[config.mk]
export PLATFORM = sky130hd
export DESIGN_NAME = volume_port_arbiter_flat
export DESIGN_NICKNAME = d
export VERILOG_FILES = /design/src/rtl/volume_port_arbiter_if.sv /design/src/rtl/volume_port_arbiter.sv /design/src/flat_wrapper.sv
export SDC_FILE = /design/constraint.sdc
export NUM_CORES = 1
export LEC_CHECK = 0
export ABC_CLOCK_PERIOD_IN_PS = 2900
export CAP_MARGIN = 20
export CORE_ASPECT_RATIO = 0.9
export CORE_MARGIN = 3
export CORE_UTILIZATION = 45
export CTS_BUF_LIST = sky130_fd_sc_hd__clkbuf_4 sky130_fd_sc_hd__clkbuf_8
export DETAILED_ROUTE_END_ITERATION = 6
export DONT_BUFFER_PORTS = 1
export PLACE_DENSITY = 0.68
export SETUP_SLACK_MARGIN = 0.15
export SLEW_MARGIN = 20
export SYNTH_ARGS = -nofsm -noshare
export SYNTH_HDL_FRONTEND = slang
export SYNTH_SLANG_ARGS = --single-unit
export TNS_END_PERCENT = 10
[constraint.sdc]
create_clock -name clk -period 2.9 [get_ports clk]
set_clock_uncertainty 0.2 [all_clocks]
set_input_delay 0.58 -clock clk [delete_from_list [all_inputs] [get_ports clk]]
set_output_delay 0.58 -clock clk [all_outputs]
set_load 0.05 [all_outputs]
[src/rtl/volume_port_arbiter_if.sv]
// Request/status bundle between load/store clients and the volume port arbiter.
// Clients drive the master side; the arbiter owns the slave side and every status output.
interface volume_port_arbiter_if #(
    parameter int NREQ  = 2,
    parameter int LBITS = 8,
    parameter int CBITS = 15
);
    localparam int IDW = (NREQ > 1) ? $clog2(NREQ) : 1;

    logic [NREQ-1:0]       req_valid;
    logic [NREQ-1:0]       req_dir;
    logic [NREQ*LBITS-1:0] req_len;
    logic [NREQ-1:0]       req_ready;
    logic [CBITS-1:0]      vol;
    logic                  full;
    logic                  empty;
    logic                  busy;
    logic                  done;
    logic [IDW-1:0]        done_id;
    logic [LBITS-1:0]      done_cnt;
    logic                  done_trunc;

    modport master (
        output req_valid, req_dir, req_len,
        input  req_ready, vol, full, empty, busy, done, done_id, done_cnt, done_trunc
    );

    modport slave (
        input  req_valid, req_dir, req_len,
        output req_ready, vol, full, empty, busy, done, done_id, done_cnt, done_trunc
    );
endinterface

[src/rtl/volume_port_arbiter.sv]
// Round-robin owner of the shared volume counter; one fill/drain burst at a time, L+2 cycles per burst.
// Backpressure: req_ready is offered only while idle; waiting requesters hold valid/dir/len stable.
module volume_port_arbiter #(
    parameter int N     = 20000,
    parameter int CBITS = 15,
    parameter int NREQ  = 2,
    parameter int LBITS = 8
) (
    input logic                 clk,
    input logic                 rst,
    volume_port_arbiter_if.slave bus
);
    localparam int IDW = (NREQ > 1) ? $clog2(NREQ) : 1;
    localparam logic [CBITS-1:0] VMAX = CBITS'(N);

    typedef enum logic [1:0] {IDLE, FILL, DRAIN, DONE} state_t;

    state_t           state;
    logic [CBITS-1:0] vol_q;
    logic [IDW-1:0]   rr_ptr;
    logic [IDW-1:0]   cur_id;
    logic [LBITS-1:0] cur_len;
    logic [LBITS-1:0] moved;
    logic             done_q;
    logic [IDW-1:0]   done_id_q;
    logic [LBITS-1:0] done_cnt_q;
    logic             trunc_q;

    logic [NREQ-1:0]  grant;
    logic [IDW-1:0]   grant_id;
    logic [IDW-1:0]   scan;
    logic             accept;
    logic             acc_dir;
    logic [LBITS-1:0] acc_len;
    logic [LBITS-1:0] moved_nxt;

    // Scan starts one past the last winner and wraps at NREQ-1 (NREQ need not be a power of two).
    always_comb begin
        grant    = '0;
        grant_id = '0;
        scan     = rr_ptr;
        if (state == IDLE && !rst) begin
            for (int k = 0; k < NREQ; k++) begin
                scan = (scan == IDW'(NREQ - 1)) ? '0 : scan + IDW'(1);
                if (grant == '0 && bus.req_valid[scan]) begin
                    grant[scan] = 1'b1;
                    grant_id    = scan;
                end
            end
        end
    end

    assign accept    = |grant;
    assign acc_dir   = bus.req_dir[grant_id];
    assign acc_len   = bus.req_len[int'(grant_id) * LBITS +: LBITS];
    assign moved_nxt = moved + LBITS'(1);

    always_ff @(posedge clk or posedge rst) begin
        if (rst) begin
            state      <= IDLE;
            vol_q      <= '0;
            rr_ptr     <= IDW'(NREQ - 1);
            cur_id     <= '0;
            cur_len    <= '0;
            moved      <= '0;
            done_q     <= 1'b0;
            done_id_q  <= '0;
            done_cnt_q <= '0;
            trunc_q    <= 1'b0;
        end else begin
            case (state)
                IDLE: begin
                    if (accept) begin
                        rr_ptr  <= grant_id;
                        cur_id  <= grant_id;
                        cur_len <= acc_len;
                        moved   <= '0;
                        // Nothing can move: report a zero-count completion right away.
                        if (acc_len == '0 || (acc_dir && vol_q == VMAX) || (!acc_dir && vol_q == '0)) begin
                            state      <= DONE;
                            done_q     <= 1'b1;
                            done_id_q  <= grant_id;
                            done_cnt_q <= '0;
                            trunc_q    <= (acc_len != '0);
                        end else begin
                            state <= acc_dir ? FILL : DRAIN;
                        end
                    end
                end
                FILL: begin
                    vol_q <= vol_q + CBITS'(1);
                    moved <= moved_nxt;
                    if (moved_nxt == cur_len || vol_q + CBITS'(1) == VMAX) begin
                        state      <= DONE;
                        done_q     <= 1'b1;
                        done_id_q  <= cur_id;
                        done_cnt_q <= moved_nxt;
                        trunc_q    <= (moved_nxt != cur_len);
                    end
                end
                DRAIN: begin
                    vol_q <= vol_q - CBITS'(1);
                    moved <= moved_nxt;
                    if (moved_nxt == cur_len || vol_q == CBITS'(1)) begin
                        state      <= DONE;
                        done_q     <= 1'b1;
                        done_id_q  <= cur_id;
                        done_cnt_q <= moved_nxt;
                        trunc_q    <= (moved_nxt != cur_len);
                    end
                end
                DONE: begin
                    state      <= IDLE;
                    done_q     <= 1'b0;
                    done_id_q  <= '0;
                    done_cnt_q <= '0;
                    trunc_q    <= 1'b0;
                end
                default: state <= IDLE;
            endcase
        end
    end

    assign bus.req_ready  = grant;
    assign bus.vol        = vol_q;
    assign bus.full       = (vol_q == VMAX);
    assign bus.empty      = (vol_q == '0);
    assign bus.busy       = (state != IDLE);
    assign bus.done       = done_q;
    assign bus.done_id    = done_id_q;
    assign bus.done_cnt   = done_cnt_q;
    assign bus.done_trunc = trunc_q;
endmodule

[src/flat_wrapper.sv]
// flat-port wrapper written by rule: the top's interface ports become plain ports
module volume_port_arbiter_flat 
#(
    parameter int N     = 20000,
    parameter int CBITS = 15,
    parameter int NREQ  = 2,
    parameter int LBITS = 8
)
  (clk, rst, bus_req_valid, bus_req_dir, bus_req_len, bus_req_ready, bus_vol, bus_full, bus_empty, bus_busy, bus_done, bus_done_id, bus_done_cnt, bus_done_trunc);
  volume_port_arbiter_if #(.NREQ(NREQ), .LBITS(LBITS), .CBITS(CBITS)) bus_i ();
  input logic clk;
  input logic rst;
  input wire logic [$bits(bus_i.req_valid)-1:0] bus_req_valid;
  input wire logic [$bits(bus_i.req_dir)-1:0] bus_req_dir;
  input wire logic [$bits(bus_i.req_len)-1:0] bus_req_len;
  output wire logic [$bits(bus_i.req_ready)-1:0] bus_req_ready;
  output wire logic [$bits(bus_i.vol)-1:0] bus_vol;
  output wire logic [$bits(bus_i.full)-1:0] bus_full;
  output wire logic [$bits(bus_i.empty)-1:0] bus_empty;
  output wire logic [$bits(bus_i.busy)-1:0] bus_busy;
  output wire logic [$bits(bus_i.done)-1:0] bus_done;
  output wire logic [$bits(bus_i.done_id)-1:0] bus_done_id;
  output wire logic [$bits(bus_i.done_cnt)-1:0] bus_done_cnt;
  output wire logic [$bits(bus_i.done_trunc)-1:0] bus_done_trunc;
  assign bus_i.req_valid = bus_req_valid;
  assign bus_i.req_dir = bus_req_dir;
  assign bus_i.req_len = bus_req_len;
  assign bus_req_ready = bus_i.req_ready;
  assign bus_vol = bus_i.vol;
  assign bus_full = bus_i.full;
  assign bus_empty = bus_i.empty;
  assign bus_busy = bus_i.busy;
  assign bus_done = bus_i.done;
  assign bus_done_id = bus_i.done_id;
  assign bus_done_cnt = bus_i.done_cnt;
  assign bus_done_trunc = bus_i.done_trunc;
  volume_port_arbiter #(.N(N), .CBITS(CBITS), .NREQ(NREQ), .LBITS(LBITS)) u_core (.clk(clk), .rst(rst), .bus(bus_i));
endmodule
==> reports/qor.csv <==
metric;value;unit
Worst EP required;2.90;ns
DRT Pass-1 Iters;4;
Critical Path AT;2.97;ns
RSZ-0062 raised after global routing;yes;
asr flop ratio synth;100;%
Reg area;1160;um2
synthesis-stage register bit count;46;
vias;2581;
fin cells;465;
leakage;1.64;nW
Pwr Density;295;nW/um2
CP peak stage delay;0.59;ns
slowest CP cell;dfrtp_2;
Worst Tran Pin Value;0.754;ns
Layout area overhead;17.7;%
Top FF cell, synth;dfrtp_1;
post-detail-place hpwl;5.61;mm
CP max FO;7;
Placed Cells;453;
number of global-route vias before repair;2586;
failing checks;negative setup slack;
CTS Buf Count;5;
die height;85.2;um
CTS root buf;clkbuf_8;
count of final hold-check violations;0;
Post-Synthesis Net Count;375;
total grt overflow;0;
Synth cell types;60;
Setup Viol. Count Final;12;
clock sinks;46;
DRT iter0 DRCs;137;
area of the multi-input gates;1890;um2
max-slew violation count;0;
Peak Freq;336;MHz
port buffer count;0;
fillcell total;607;
CP Launch Type;register;
largest net degree at the start of global routing;35;
H-Tree Depth;2;
number of flops mapped to enable cells by yosys;0;
most frequent cells in the layout;nand2_1 (55), dfrtp_1 (41), buf_4 (39);
CTS tree;built;
fin crit period;2.97;ns
Max transition margin;49.6;%
Core ar.;6660;um2
first-pass GRT wire length;12.7;mm
Placed Instance Area;3470;um2
synthesized instance count;343;
Worst IR Drop VDD;0.185;mV
Skew-Pair Late Insertion Delay;0.31;ns
post-synthesis sequential area ratio;36.8;%
CP Class;reg2reg;
number of nets in the layout;406;
Post-route DRC;0;
initial core utilization;47.1;%
Clk pin slew, worst setup/hold paths;0.10;ns
die area;8000;um2
most common cell after layout, fill and taps aside;nand2_1;
routed via count divided by cell count;5.55;
FP Rows;28;
Setup crit end kind;register;
initial antenna violation count;0;
placer congestion estimate;0.901;
period utilization;103;%
# diodes;0;
final WL;7.53;mm
CP cell instances;ha_4, or4b_4, nor4_4, o22ai_1, a2111o_1, o221ai_2, o21a_4, mux2_4;
Die W;94.0;um
# Max-Cap Violations;0;
GR Util All Layers;19.9;%
synthesized area;3130;um2
drt wl/cell;16.2;um
setup TNS;-0.578;ns
Antenna Nets Post-Route;0;
layout cells sized above 1;23.2;%
post-route cell area;3690;um2
outcome;finished, violations left;
synthesized area per cell;9.13;um2
CTS max path bufs;2;
Synthesis Warnings;0;
Final WS setup;-0.0727;ns
Power Total;0.00109;W
worst hold path type;in2async;
Ports;53;
-- synthesized netlist by cell type (4+ instances only) --
master,number,area (um2)
nand2_1,56,210
nand2b_1,7,43.8
nor4_1,8,50.1
a21oi_1,4,20.0
inv_1,21,78.8
a22o_1,5,43.8
a211oi_1,4,30.0
mux2i_1,19,190
clkbuf_1,14,52.6
nor3_1,8,40.0
or2_2,4,25.0
xor2_1,7,61.3
dfrtp_1,45,1130
nand3_1,11,55.1
o21ai_0,25,125
nor2_1,10,37.5
ha_1,10,125
xnor2_1,18,158
-- metal layers --
metal | vias up | track usage [%] | share of wire (%) | wire [um]
met5 | - | 0 | 0 | 0
met4 | 0 | 4.86 | 0.72 | 54
met3 | 5 | 6.21 | 9.7 | 734
met2 | 90 | 29.3 | 44 | 3330
met1 | 1223 | 28.4 | 45 | 3410
li1 | 1263 | - | - | -
-- power by group --
group	internal, W	total [W]	switching, W
Combinational	0.00000608	0.0000219	0.0000158
Sequential	0.000641	0.000641	0
Clock	0.000179	0.000425	0.000246
Total	0.000826	0.00109	0.000262
-- critical path: cells and delay by family (launching register included) --
kind                     cells  cell delay, ns
AO/OA/AOI/OAI                4            0.93
AND/OR/NAND/NOR              2            0.63
flip-flops                   1            0.59
multiplexers                 1            0.31
adder cells (fa/ha/maj)      1            0.19
-- cell families after synthesis --
logic type | share of synthesized area [%]
XOR/XNOR | 8.47
multiplexers | 8.59
buffers and inverters | 5.75
AND/OR/NAND/NOR | 22.0
AO/OA/AOI/OAI | 14.5
adder cells (fa/ha/maj) | 3.99
flip-flops | 36.8
-- state kept, by name, indices dropped and copies added (netlist names) --
register,flops
u_core.moved,8
u_core.bus.done_cnt,8
u_core.bus.done_trunc,1
u_core.cur_len,8
u_core.bus.done_id,1
u_core.rr_ptr,1
u_core.bus.vol,15
u_core.bus.done,1
u_core.state,2
u_core.cur_id,1
-- final timing paths --
check,from,endpoint,slack (ns),cells after the start
hold reg to reg,u_core.rr_ptr,u_core.rr_ptr,0.29,2
max in group asynchronous,rst,u_core.cur_len[4],1.84,2
hold / removal,rst,u_core.moved[5],0.07,1
min in group clk,bus_req_len[9],u_core.cur_len[1],0.28,2
setup / recovery,u_core.bus.vol[0],u_core.bus.done_trunc,-0.07,8
setup reg to reg,u_core.bus.vol[0],u_core.bus.done_trunc,-0.07,8
-- per-stage QoR --
| step | hold slack [ns] | utilization [%] | setup WS [ns] |
|---|---|---|---|
| global placement | 0.253 | 52.1 | -0.324 |
| detailed placement | 0.271 | 52.1 | -0.428 |
| CTS | 0.0973 | 54.6 | -0.0316 |
| global route | 0.130 | 55.4 | -0.164 |
| floorplan | 0.244 | - | -0.458 |
| finish | 0.0733 | 55.4 | -0.0727 |
-- area by class of cell --
| class | count | share of cell area (%) |
|---|---|---|
| Multi-Input combinational cell | 256 | 51.3 |
| Sequential cell | 46 | 31.4 |
| Timing Repair Buffer | 44 | 9.47 |
| Tap cell | 90 | 3.05 |
| Inverter | 21 | 2.14 |
| Clock buffer | 5 | 1.87 |
| Clock inverter | 3 | 0.747 |
-- what timing repair did --
item                                   4_1_cts  5_1_grt
endpoints found under the hold margin        0        0
buffers inserted                             2        2
pin swaps                                    4        0
setup endpoints to repair                   15       16
gates resized for setup                     13        9
hold buffers                                 0        0
Note: power is estimated with default switching activity, not from simulation.
